[config.mk]
export PLATFORM = sky130hd
export DESIGN_NAME = uart_rx
export DESIGN_NICKNAME = d
export VERILOG_FILES = /design/src/rtl/uart_pkg.sv /design/src/rtl/uart_sync.sv /design/src/rtl/uart_rx.sv
export SDC_FILE = /design/constraint.sdc
export NUM_CORES = 1
export LEC_CHECK = 0
export ABC_CLOCK_PERIOD_IN_PS = 1600
export BUFFER_PORTS_ARGS = -buffer_cell sky130_fd_sc_hd__buf_4
export CAP_MARGIN = 20
export CORE_MARGIN = 2
export CORE_UTILIZATION = 40
export CTS_BUF_LIST = sky130_fd_sc_hd__clkbuf_8 sky130_fd_sc_hd__clkbuf_16
export DETAILED_ROUTE_END_ITERATION = 10
export HOLD_SLACK_MARGIN = 0.08
export PLACE_DENSITY = 0.7
export RECOVER_POWER = 50
export SLEW_MARGIN = 20
export SYNTH_ARGS = -nofsm -noshare
export SYNTH_HDL_FRONTEND = slang
export SYNTH_SLANG_ARGS = --single-unit
[constraint.sdc]
create_clock -name clk -period 1.6 [get_ports clk]
set_clock_uncertainty 0.05 [all_clocks]
set_input_delay 0.24 -clock clk [delete_from_list [all_inputs] [get_ports clk]]
set_output_delay 0.24 -clock clk [all_outputs]
set_load 0.02 [all_outputs]
[src/rtl/uart_pkg.sv]
// Shared UART definitions: receiver state encoding, frame width and the even-parity helper
// used by both the receive and transmit paths.
package uart_pkg;

  localparam int unsigned DATA_BITS = 8;

  typedef enum logic [2:0] {
    StIdle,
    StStart,
    StData,
    StParity,
    StStop,
    StBreak
  } rx_state_t;

  // Parity bit that makes the total count of ones (data + parity) even.
  function automatic logic even_parity(input logic [DATA_BITS-1:0] data);
    return ^data;
  endfunction

endpackage

[src/rtl/uart_sync.sv]
// Multi-flop synchronizer for the asynchronous Rx line; resets to the idle-high level.
module uart_sync #(
  parameter int unsigned SYNC_STAGES = 2
) (
  input  logic clk_i,
  input  logic rst_ni,
  input  logic d_i,
  output logic q_o
);

  logic [SYNC_STAGES-1:0] sync_q;

  always_ff @(posedge clk_i or negedge rst_ni) begin
    if (!rst_ni) begin
      sync_q <= '1;
    end else begin
      sync_q <= {sync_q[SYNC_STAGES-2:0], d_i};
    end
  end

  assign q_o = sync_q[SYNC_STAGES-1];

endmodule

[src/rtl/uart_rx.sv]
// Oversampled 8N1 UART receiver with a valid/ready output register.
// Define UART_RX_PARITY_EN to add an even-parity bit, the parity_err pulse and byte discard.
module uart_rx
  import uart_pkg::*;
#(
  parameter int unsigned CLKS_PER_BIT = 16,
  parameter int unsigned SYNC_STAGES  = 2
) (
  input  logic       clk,
  input  logic       reset,
  input  logic       Rx,
  output logic [7:0] databus_write,
  output logic       valid,
  input  logic       ready,
  output logic       frame_err,
  output logic       overrun
`ifdef UART_RX_PARITY_EN
  ,
  output logic       parity_err
`endif
);

  localparam int unsigned CntW = $clog2(CLKS_PER_BIT);
  localparam logic [CntW-1:0] CntHalf = CntW'(CLKS_PER_BIT / 2 - 1);
  localparam logic [CntW-1:0] CntLast = CntW'(CLKS_PER_BIT - 1);
  localparam logic [2:0] IdxLast = 3'(DATA_BITS - 1);

  logic rx_s;

  rx_state_t state_q, state_d;
  logic [CntW-1:0] cnt_q, cnt_d;
  logic [2:0] idx_q, idx_d;
  logic [DATA_BITS-1:0] shift_q, shift_d;
  logic [DATA_BITS-1:0] data_q, data_d;
  logic valid_q, valid_d;
  logic ferr_q, ferr_d;
  logic ovr_q, ovr_d;
`ifdef UART_RX_PARITY_EN
  logic perr_q, perr_d;
  logic perr_pulse_q, perr_pulse_d;
`endif

  logic half_done, bit_done;

  uart_sync #(
    .SYNC_STAGES(SYNC_STAGES)
  ) u_sync (
    .clk_i (clk),
    .rst_ni(reset),
    .d_i   (Rx),
    .q_o   (rx_s)
  );

  assign half_done = (cnt_q == CntHalf);
  assign bit_done  = (cnt_q == CntLast);

  always_ff @(posedge clk or negedge reset) begin
    if (!reset) begin
      state_q <= StIdle;
    end else begin
      state_q <= state_d;
    end
  end

  always_comb begin
    state_d = state_q;
    unique case (state_q)
      StIdle:  if (!rx_s) state_d = StStart;
      StStart: if (half_done) state_d = rx_s ? StIdle : StData;
      StData: begin
        if (bit_done && (idx_q == IdxLast)) begin
`ifdef UART_RX_PARITY_EN
          state_d = StParity;
`else
          state_d = StStop;
`endif
        end
      end
`ifdef UART_RX_PARITY_EN
      StParity: if (bit_done) state_d = StStop;
`endif
      // Leaving at mid-stop leaves half a bit of slack for the next start edge.
      StStop:  if (bit_done) state_d = rx_s ? StIdle : StBreak;
      StBreak: if (rx_s) state_d = StIdle;
      default: state_d = StIdle;
    endcase
  end

  always_comb begin
    cnt_d   = cnt_q + 1'b1;
    idx_d   = idx_q;
    shift_d = shift_q;
    data_d  = data_q;
    valid_d = valid_q & ~ready;
    ferr_d  = 1'b0;
    ovr_d   = 1'b0;
`ifdef UART_RX_PARITY_EN
    perr_d       = perr_q;
    perr_pulse_d = 1'b0;
`endif
    if ((state_q == StIdle) || (state_d != state_q) || bit_done) begin
      cnt_d = '0;
    end
    unique case (state_q)
      StStart: begin
        if (half_done) begin
          idx_d = '0;
`ifdef UART_RX_PARITY_EN
          perr_d = 1'b0;
`endif
        end
      end
      StData: begin
        if (bit_done) begin
          shift_d[idx_q] = rx_s;
          idx_d          = idx_q + 1'b1;
        end
      end
`ifdef UART_RX_PARITY_EN
      StParity: begin
        if (bit_done && (rx_s != even_parity(shift_q))) perr_d = 1'b1;
      end
`endif
      StStop: begin
        if (bit_done) begin
          if (!rx_s) begin
            ferr_d = 1'b1;
`ifdef UART_RX_PARITY_EN
          end else if (perr_q) begin
            perr_pulse_d = 1'b1;
`endif
          end else if (!valid_q || ready) begin
            // An empty register, or one being consumed this cycle, takes the new byte.
            data_d  = shift_q;
            valid_d = 1'b1;
          end else begin
            ovr_d = 1'b1;
          end
        end
      end
      default: ;
    endcase
  end

  always_ff @(posedge clk or negedge reset) begin
    if (!reset) begin
      cnt_q   <= '0;
      idx_q   <= '0;
      shift_q <= '0;
      data_q  <= '0;
      valid_q <= 1'b0;
      ferr_q  <= 1'b0;
      ovr_q   <= 1'b0;
`ifdef UART_RX_PARITY_EN
      perr_q       <= 1'b0;
      perr_pulse_q <= 1'b0;
`endif
    end else begin
      cnt_q   <= cnt_d;
      idx_q   <= idx_d;
      shift_q <= shift_d;
      data_q  <= data_d;
      valid_q <= valid_d;
      ferr_q  <= ferr_d;
      ovr_q   <= ovr_d;
`ifdef UART_RX_PARITY_EN
      perr_q       <= perr_d;
      perr_pulse_q <= perr_pulse_d;
`endif
    end
  end

  assign databus_write = data_q;
  assign valid         = valid_q;
  assign frame_err     = ferr_q;
  assign overrun       = ovr_q;
`ifdef UART_RX_PARITY_EN
  assign parity_err    = perr_pulse_q;
`endif

endmodule

==> results.md <==
* Area of the die at 3950 um^2
* Routed WL at 2.54 mm
* Worst setup path startpoint: state_q[0]$_DFF_PN0_
* CTS Buf Count at 5
* Crit path required time at 1720 ps
* Count of nets left with antenna violations after detail routing at 0
* Rows at 21
* Worst slew margin relative to its limit at 50.5%
* Quantity of I/O buffers inserted on ports at 14
* Hold depth at 3
* Core Box Area at 3340 um^2
* R2r startpoint: state_q[0]$_DFF_PN0_
* Largest buffer count on any clock path at 2
* Drt first-iter violations at 15
* Vias per cell at 5.09
* Final hold viol count at 0
* Setup repair after global routing missed its margin: true
* Clock root buffer: sky130_fd_sc_hd__clkbuf_8
* Final Slew Violations at 0
* Seq/Total Area, Yosys at 56.2%
* HPWL after detailed placement at 1.75 mm
* Layout Area Growth over Synthesis at 27.6%
* Startpoint Class: flip-flop
* Post-Synthesis Net Count at 119
* Number of levels in the clock H-tree at 2
* # clock sinks at 31
* Peak supply drop at 503 uV
* Number of synthesized flops with an enable pin at 0
* Worst path arrival time at 1720 ps
* Effective utilization at floorplan at 41.5%
* Proportion of layout cells with a drive suffix above 1 at 31.0%
* Post-route DRC violation count at 0
* Achievable Freq at 0.622 GHz
* Leakage dissipation at 0.826 nW
* Total via count after detailed routing at 957
* Grt ovf at 0
* Origin of the worst min-delay path: ready
* Violations in the final reports: negative setup slack
* Number of antenna violations at the first check in global routing at 0
* Number of library cell types mapped by synthesis at 35
* Final std cell area, no fill at 1770 um^2
* Post-layout minimum cycle time at 1610 ps
* Primary FF master, synth: sky130_fd_sc_hd__dfrtp_1
* TritonCTS clock tree: yes
* Fraction of registers with async set or reset after synthesis at 100%
* Maximum fanout along the worst path at 4
* Antenna fix cells at 0
* Number of warnings printed during yosys synthesis at 0
* Final RePlAce weighted congestion at 0.816
* First-pass iteration count of the detailed router at 3
* Outcome: complete, but fails checks
* Post-DP Area at 1590 um^2
* Worst-path clk slew at 70 ps
* Detailed-route wire length per cell at 13.5 um
* First-pass GRT wire length at 4.61 mm
* Power Total at 1.93 mW
* Tightest Pin Transition at 743 ps
* Number of violations of the max-capacitance limit at 0
* Horizontal die dimension at 62.8 um
* Final setup violation count at 1
* Share of the cycle needed by the critical path after routing at 101%
* Number of global-route vias before repair at 971
* Mean area per synthesized cell at 12.4 um^2
* Cells after Synth at 112
* Total power divided by cell area at 1090 nW/um^2
* R2R cell count at 3
* Maximum number of pins on one net before global-route repair at 32
* Die Y at 62.8 um
* Post-route setup slack at -8.52 ps
* Number of synthesized register bits at 31
* Path type of the worst setup path: flip-flop to flip-flop
* Clock latency at the later pin of the worst-skew pair at 280 ps
* Worst min path class: input pin to flip-flop
* Total routing resource utilization after global routing at 15.2%
* # nets final at 148
* Mapped Area at 1390 um^2
* Capturing element type of the critical path: flip-flop
* Top-level I/O count at 15
metrics by stage:
stage	setup slack, ps	utilization [%]	hold WS, ps	cells	TNS (ps)
6_report	-8.52	53.0	264	188	-8.52
3_5_place_dp	-45.6	47.6	143	176	-75.8
2_1_floorplan	29.0	-	-106	112	0
5_1_grt	-49.1	53.0	290	188	-81.5
3_3_place_gp	-10.8	47.6	136	176	-19.7
4_1_cts	-4.79	51.3	234	186	-4.79
power by group:
part | total [mW] | leakage, nW | internal (mW) | switching, mW
combinational | 0.409 | 0.371 | 0.208 | 0.202
clock | 0.600 | 0.0402 | 0.302 | 0.298
sequential | 0.926 | 0.416 | 0.852 | 0.0741
total | 1.93 | 0.826 | 1.36 | 0.574
repair_timing:
item,in CTS,in global routing
buffers inserted,0,2
setup endpoints to repair,6,17
hold buffers,2,0
endpoints found under the hold margin,30,0
pin swaps,0,1
resized for setup,3,8
registers in the layout, summed over array words and instances, names as in the netlist:
| register | cells |
|---|---|
| databus_write | 8 |
| shift_q | 8 |
| cnt_q | 4 |
| idx_q | 3 |
| state_q | 3 |
| u_sync.sync_q | 2 |
| frame_err | 1 |
| overrun | 1 |
| valid | 1 |
synthesized netlist by cell type (all sizes together), types with 2 or more instances:
cell type | n | area, um^2
xnor2 | 2 | 17.5
nor4 | 2 | 12.5
mux2 | 17 | 191
nand3 | 3 | 20.0
a22o | 2 | 17.5
nand4 | 6 | 37.5
inv | 5 | 18.8
nor2b | 2 | 12.5
o21ai | 2 | 10.0
nor3b | 2 | 20.0
nor3 | 2 | 10.0
nand2b | 3 | 18.8
dfrtp | 29 | 726
buf | 4 | 22.5
nand2 | 5 | 18.8
nor2 | 5 | 18.8
ha | 3 | 37.5
dfstp | 2 | 52.6
a21oi | 4 | 20.0
cell usage in the layout, fill, tap and decap left out, drive strengths merged:
master,n
nor2b,2
and4bb,1
o211ai,1
dfrtp,29
nand4,6
and3,1
clkinv,1
o32a,1
a211o,1
a32o,1
inv,5
or3b,1
nor3b,2
or3,1
mux2,17
nand2b,3
nor4b,1
clkbuf,9
xnor2,2
a21oi,4
o221ai,1
nand4b,1
buf,21
nor3,2
clkinvlp,2
nor4,2
nand2,5
nor2,5
nand3,3
ha,3
dlygate4sd3,2
a22o,2
dfstp,2
o21ai,2
worst max-delay path, stage by stage, from the launching register on:
cell and delay [ps]:
sky130_fd_sc_hd__dfrtp_1 400, sky130_fd_sc_hd__or3b_4 420, sky130_fd_sc_hd__nor4_4 290, sky130_fd_sc_hd__mux2_4 320
metal layers:
layer / routed length (um) / track usage (%) / up-vias
li1: - / - / 467
met4: 49 / 7.50 / 0
met1: 1120 / 18.1 / 473
met5: 0 / 0 / -
met2: 1290 / 24.7 / 12
met3: 78 / 5.05 / 5
cell families after synthesis:
family	Yosys count	share of synthesized area, %
simple gates	36	16.1
flops	31	56.2
mux	17	13.8
compound gates	13	6.69
buf+inv	10	3.25
fa+ha+maj	3	2.71
xor+xnor	2	1.26
area by class of cell:
type / instances / area [um^2]
Clock buffer: 5 / 68.8
Clock inverter: 3 / 20.0
Fill cell: 301 / 1570
Inverter: 5 / 18.8
Multi-Input combinational cell: 71 / 627
Sequential cell: 31 / 778
Tap cell: 46 / 57.6
Timing Repair Buffer: 27 / 198
final timing paths:
check	to	slack (ps)
worst min register to register	u_sync.sync_q[1]$_DFF_PN1_	310
worst max-delay path	shift_q[5]$_DFFE_PN0P_	-9
worst min-delay path	valid$_DFF_PN0_	260
min in group asynchronous	databus_write[3]$_DFFE_PN0P_	500
worst max register to register	shift_q[5]$_DFFE_PN0P_	-9
max in group asynchronous	cnt_q[3]$_DFF_PN0_	520
No activity file was read; power rests on OpenSTA's default activity.
